`src/rtl/lmem_circ_reader.sv`:
```
// lmem_circ_reader: cyclic-shift read sequencer for one L-memory column, streaming words through a 2-entry skid buffer
module lmem_circ_reader #(
  parameter int Z = 511,
  parameter int W = 6,
  parameter int COLADDR_BITS = 9
) (
  input  logic                    memclk,
  input  logic                    rst,
  input  logic                    start,
  input  logic [COLADDR_BITS-1:0] shift,
  output logic                    busy,
  output logic                    done,
  output logic                    err,
  output logic [COLADDR_BITS-1:0] RA,
  output logic                    rd_in,
  input  logic [W-1:0]            DOUT,
  output logic [W-1:0]            o_data,
  output logic                    o_valid,
  input  logic                    i_ready,
  output logic                    o_last
);
  localparam int CB = COLADDR_BITS;
  localparam logic [1:0] IDLE = 2'd0, READ = 2'd1, DRAIN = 2'd2;
  localparam logic [CB:0] ZC = (CB+1)'(Z);
  localparam logic [CB-1:0] ZM1 = CB'(Z-1);
  logic [1:0] st, cnt, occ;
  logic [CB:0] ic, oc;
  logic [W-1:0] b1;
  logic pop, accept, issue;
  // occ counts skid entries plus the read landing this edge, minus the word leaving
  always_comb begin
    o_valid = cnt != 2'd0;
    pop = o_valid & i_ready;
    occ = cnt + {1'b0, rd_in} - {1'b0, pop};
    accept = st == IDLE && start && {1'b0, shift} < ZC;
    issue = st == READ && ic < ZC && occ < 2'd2;
    o_last = o_valid && oc == ZC - 1'b1;
  end
  always_ff @(posedge memclk or posedge rst) begin
    if (rst) begin
      st <= IDLE;
      cnt <= '0;
      ic <= '0;
      oc <= '0;
      o_data <= '0;
      b1 <= '0;
      RA <= '0;
      rd_in <= 1'b0;
      busy <= 1'b0;
      done <= 1'b0;
      err <= 1'b0;
    end else begin
      rd_in <= accept | issue;
      done <= 1'b0;
      err <= st == IDLE && start && {1'b0, shift} >= ZC;
      cnt <= occ;
      if (accept) begin
        RA <= shift;
        ic <= 1;
        oc <= '0;
        st <= READ;
        busy <= 1'b1;
      end
      if (issue) begin
        RA <= RA == ZM1 ? '0 : RA + 1'b1;
        ic <= ic + 1'b1;
      end
      if (st == READ && ic == ZC) st <= DRAIN;
      if (pop) oc <= oc + 1'b1;
      if (pop && o_last) begin
        st <= IDLE;
        busy <= 1'b0;
        done <= 1'b1;
      end
      o_data <= pop ? (cnt == 2'd2 ? b1 : (rd_in ? DOUT : o_data))
                    : (cnt == 2'd0 && rd_in ? DOUT : o_data);
      if (rd_in && occ == 2'd2) b1 <= DOUT;
    end
  end
endmodule

```
`config.mk`:
```
export PLATFORM = sky130hd
export DESIGN_NAME = lmem_circ_reader
export DESIGN_NICKNAME = d
export VERILOG_FILES = /design/src/rtl/lmem_circ_reader.sv
export SDC_FILE = /design/constraint.sdc
export NUM_CORES = 1
export LEC_CHECK = 0
export BUFFER_PORTS_ARGS = -buffer_cell sky130_fd_sc_hd__buf_2
export CAP_MARGIN = 20
export CORE_UTILIZATION = 55
export CTS_CLUSTER_SIZE = 28
export DETAILED_ROUTE_END_ITERATION = 10
export PLACE_DENSITY = 0.78
export SYNTH_ARGS = -nofsm -noshare
export SYNTH_HDL_FRONTEND = slang
export SYNTH_SLANG_ARGS = --single-unit
```
`constraint.sdc`:
```
create_clock -name memclk -period 4.4 [get_ports memclk]
set_clock_uncertainty 0.15 [all_clocks]
set_input_delay 0.22 -clock memclk [delete_from_list [all_inputs] [get_ports memclk]]
set_output_delay 0.22 -clock memclk [all_outputs]
set_load 0.05 [all_outputs]
```
-- Word level (Yosys, flattened, before mapping)
Index checks and enable logic that the tools add are counted.
- bits in registers: 49
- bits in latches: 0
- bits in writable memories: 0
- bits in read-only memories: 0
- input port bits: 19
- memories kept: 0
- add/sub/neg operators: 5
- $mul: 0
- divide/modulo/power cells: 0
- order comparisons: 4
- equality and inequality tests: 7
- shifts and indexed selects: 0
- muxes and demuxes: 17
- bitwise gates (word level): 2
- reductions and logical operators: 19
- operator list (kind ; count):
    $mux W10 ; 4
    $mux W9 ; 3
    $mux W6 ; 4
    $add A10 B1 Y10 const B ; 2
    $eq A10 B9 Y1 const B ; 2
    $logic_and A1 B1 Y1 ; 10
    $lt A10 B9 Y1 const B ; 1
    $reduce_bool A2 Y1 ; 5
    $add A9 B1 Y9 const B ; 1
    $eq A9 B9 Y1 const B ; 1
    $ge A9 B9 Y1 const B ; 1
    $lt A9 B9 Y1 const B ; 1
    $mux W2 ; 3
    $eq A2 B2 Y1 const B ; 2
    $logic_not A2 Y1 ; 2
    $mux W1 ; 3
    $ne A3 B2 Y1 const B ; 1
    $reduce_bool A3 Y1 ; 1
    $add A2 B1 Y2 ; 1
    $eq A2 B1 Y1 const B ; 1
    $lt A2 B2 Y1 const B ; 1
    $reduce_and A2 Y1 ; 1
    $sub A2 B1 Y2 ; 1
    $and A1 B1 Y1 ; 1
    $or A1 B1 Y1 ; 1

-- Logic depth before layout (Yosys ltp)
- depth after elaboration: 6
- gate-level depth with buffers: 10
- mapped depth without buffers: 9

-- Worst setup path before layout
No wires, ideal clock.
- kind: register to register
- start point: register cnt[0]
- end point: register RA[5]
- data arrival time: 2448 ps
- path slack: 1735 ps
- cell stages (with the launch flop): 11
- clock period less this slack: 2665 ps
- cells stage by stage: dfrtp_1 inv_1 nand3_1 o21ai_0 ha_1 nor4bb_1 mux2i_2 or3_1 buf_2 nor4_2 a221o_1
- word-level cells in the longest chain between the ends: 6
- RTL lines (item ; line ; RTL):
    start: declaration ; 26 ; logic [1:0] st, cnt, occ;
    start signal: assignment ; 42 ; cnt <= '0;
    start signal: assignment ; 56 ; cnt <= occ;
    parallel branches: the longest is 2 deep, another holds $add A2 B1 Y2 ; n/a ;
    $sub A2 B1 Y2 (*) ; 34 ; occ = cnt + {1'b0, rd_in} - {1'b0, pop};
    $lt A2 B2 Y1 (*) ; 36 ; issue = st == READ && ic < ZC && occ < 2'd2;
    $logic_and A1 B1 Y1 (*) ; 36 ;
    $mux W9 or $reduce_bool A2 Y1 (tied branches) ; n/a ;
    end signal: assignment ; 58 ; RA <= shift;
    end signal: assignment ; 65 ; RA <= RA == ZM1 ? '0 : RA + 1'b1;
    end: declaration ; 14 ; output logic [COLADDR_BITS-1:0] RA,
Mark *: on every way between the ends.
A chain may end at the register's enable or synchronous reset.

-- Worst setup path in the final report
- start point: register cnt[0]
- end point: register RA[7]
Same word-level chain as after synthesis.

==> results.ini <==
[drt]
drt_iter0_markers = 174
via_per_inst = 5.87
dr.pass1.iters = 4
num_vias = 2036
wl_per_cell_um = 15.0
drc = 0
wl_mm = 5.20
postRouteAntennaNets = 0

[global_route]
grt_max_degree = 50
grt_pass1_vias = 1910
grt_pass1_wl_mm = 8.63
overflow = 0
grt_antenna_before_repair = 0
track_usage = 0.251

[clock_network]
cts_sinks = 49
postCtsHoldBufs = 3
cts_tree = done
max-clock-path-buffers = 2
path_clk_slew_ps = 100
clock-root-buffer = clkbuf_8
cts.repair.resized = 0
cts_buffers = 5
htree_levels = 2
clkLatencyLatePin_ps = 310
cts_setup_buffers = 0

[logic_synthesis]
synth_flop_cell = dfrtp_1
synth.most_common_cell = dfrtp_1
synthMuxAreaShare = 0.0741
synth_edf_count = 0
seq_area_frac_synth = 0.501
synthTopCellsByArea = dfrtp_1 (50%), o21ai_0 (5.5%), mux2i_1 (4.1%)
ys_warn_count = 0
synth_top_cell_area_share = 0.501
synth_area_leader_cell = dfrtp_1
yosys.area_share.simple = 0.212
synth_compound_area_frac = 0.146
synthAdderAreaFrac = 0.0307
syn-cell-area_sq_um = 2450
yosys_register_bits = 49
syn_inst = 249
yosys.cell_types.count = 41
synthXorXnorAreaFrac = 0.0107
syn_area_per_cell_sq_um = 9.83
async_flop_share = 1.00
synth_top_family_by_area = simple AND/OR/NAND/NOR gates
synthTopCellsByCount = dfrtp_1 (49), o21ai_0 (27), nor2_1 (26), nand2_1 (19), nand3_1 (15)
syn_nets = 274

[sta]
fin_crit_sh = 0.768
final_hold_viol_count = 0
rsz0062_at_grt = false
final-setup-viol-count = 0
fmax_ghz = 0.296
setup_tns_ps = 0
worstMarginPinSlew_ps = 856
finalCriticalPeriod_ps = 3380
slew-limit-headroom = 0.425
slew_violations = 0

[run_status]
status = complete, no violations

[layout]
drive_gt1_frac = 0.212
final_nets = 321
diodes = 0
num-fill-cells = 352
area_growth_pct = 17.5
final_cell_area_sq_um = 2880

[setup_path]
timing.rr.end = RA[7]$_DFFE_PP0P_
worstSetupPathType = flop to flop
r2r_start = cnt[0]$_DFF_PP0_
crit_path_max_fanout = 14
cp-end-kind = flop
r2r_cells = 9
startpoint = cnt[0]$_DFF_PP0_
r2r_slack_ps = 1020
startpoint_type = flop
crit_path_end = RA[7]$_DFFE_PP0P_
crit_arrival_ps = 3420
crit_required_ps = 4450

[floorplan]
fp.coreArea_sq_um = 4140
start_util = 0.591
boundaryPins = 40
die_x_um = 68.7
rows = 23
die_area_sq_um = 4720
dieHeight_um = 68.7

[place]
place_area_sq_um = 2690
gp_congestion = 0.832
port_buffers = 39
place_hpwl_mm = 3.55

[power]
leakage_nw = 1.47
power_per_cell_area_nw_per_um2 = 284
peakVddDrop_mv = 0.155

[min_path]
min_path_type = input pin to flop

[job]
drv_cap = 0

## layout make-up
| cell class | instances | area (sq um) | area share |
|---|---|---|---|
| Inverter | 9 | 33.8 | 0.0117 |
| Clock buffer | 5 | 68.8 | 0.0239 |
| Tap cell | 50 | 62.6 | 0.0217 |
| Clock inverter | 3 | 46.3 | 0.0161 |
| Multi-Input combinational cell | 184 | 1160 | 0.403 |
| Sequential cell | 49 | 1230 | 0.426 |
| Timing Repair Buffer | 47 | 280 | 0.0974 |
## routing by layer
| layer | track usage | vias to the layer above | wire [um] |
|---|---|---|---|
| met1 | 0.325 | 988 | 2440 |
| met2 | 0.415 | 41 | 2500 |
| met3 | 0.0559 | 5 | 192 |
| met4 | 0.0816 | 0 | 62 |
| met5 | 0 | - | 0 |
| li1 | - | 1002 | - |
## state kept, by name (all words and copies together), names as in the netlist
register  flops
RA            9
b1            6
busy          1
cnt           2
done          1
err           1
ic           10
o_data        6
oc           10
rd_in         1
st            2
## cells in the final DEF, fill, tap and decap left out, drive strengths merged, types with 7 or more instances in the layout
cell	count
nor3b	8
nor2	26
mux2i	11
nand3	15
buf	42
o21ai	29
inv	9
nand2	19
dfrtp	49
and3	7
a221o	7
a21oi	9
## through the flow
step | setup WS, ps | hold slack, ps | power, W | cells | utilization
finish | 1020 | 4.43 | 0.000817 | 347 | 0.694
global route | 570 | 7.17 | 0.000844 | 347 | 0.694
CTS | 1050 | 0.157 | 0.000821 | 344 | 0.684
detailed placement | 1080 | 324 | 0.000489 | 333 | 0.649
global placement | 1190 | 318 | 0.000488 | 333 | 0.649
floorplan | 1730 | 216 | 0.000474 | 249 | -
## where the power goes
group	internal, W	switching [W]
Clock	0.000170	0.000162
Combinational	0.0000134	0.0000174
Sequential	0.000451	0.00000265
## worst max-delay path, stage by stage, from the launching register on
cell,delay (ps)
dfrtp_1,420
inv_1,80
nand3_1,310
o21ai_0,200
ha_1,230
nor4bb_1,340
mux2i_2,220
o21ai_1,720
o21ai_0,240
a221o_1,340
## cell families (layout without fill, tap and decap cells)
group,after synthesis,count (layout)
AOI/OAI and AO/OA,58,58
xor gates and xnor gates,3,3
adders and majority gates,6,6
buffers and inverters,16,64
DFF,49,49
muxes,17,17
and+or+nand+nor,100,100
## worst min-delay path by stage
stage                       from  cells after the start  slack (ps)           endpoint
6_report                shift[8]                      2           4  RA[8]$_DFFE_PP0P_
2_1_floorplan           shift[6]                      1         220  RA[6]$_DFFE_PP0P_
3_5_place_dp   oc[9]$_DFFE_PP0P_                      1         320  oc[9]$_DFFE_PP0P_
3_3_place_gp            shift[4]                      2         320  RA[4]$_DFFE_PP0P_
5_1_grt                  DOUT[1]                      2           7  b1[1]$_DFFE_PP0P_
4_1_cts                 shift[8]                      2         0.2  RA[8]$_DFFE_PP0P_
Note: power is estimated with default switching activity, not from simulation.
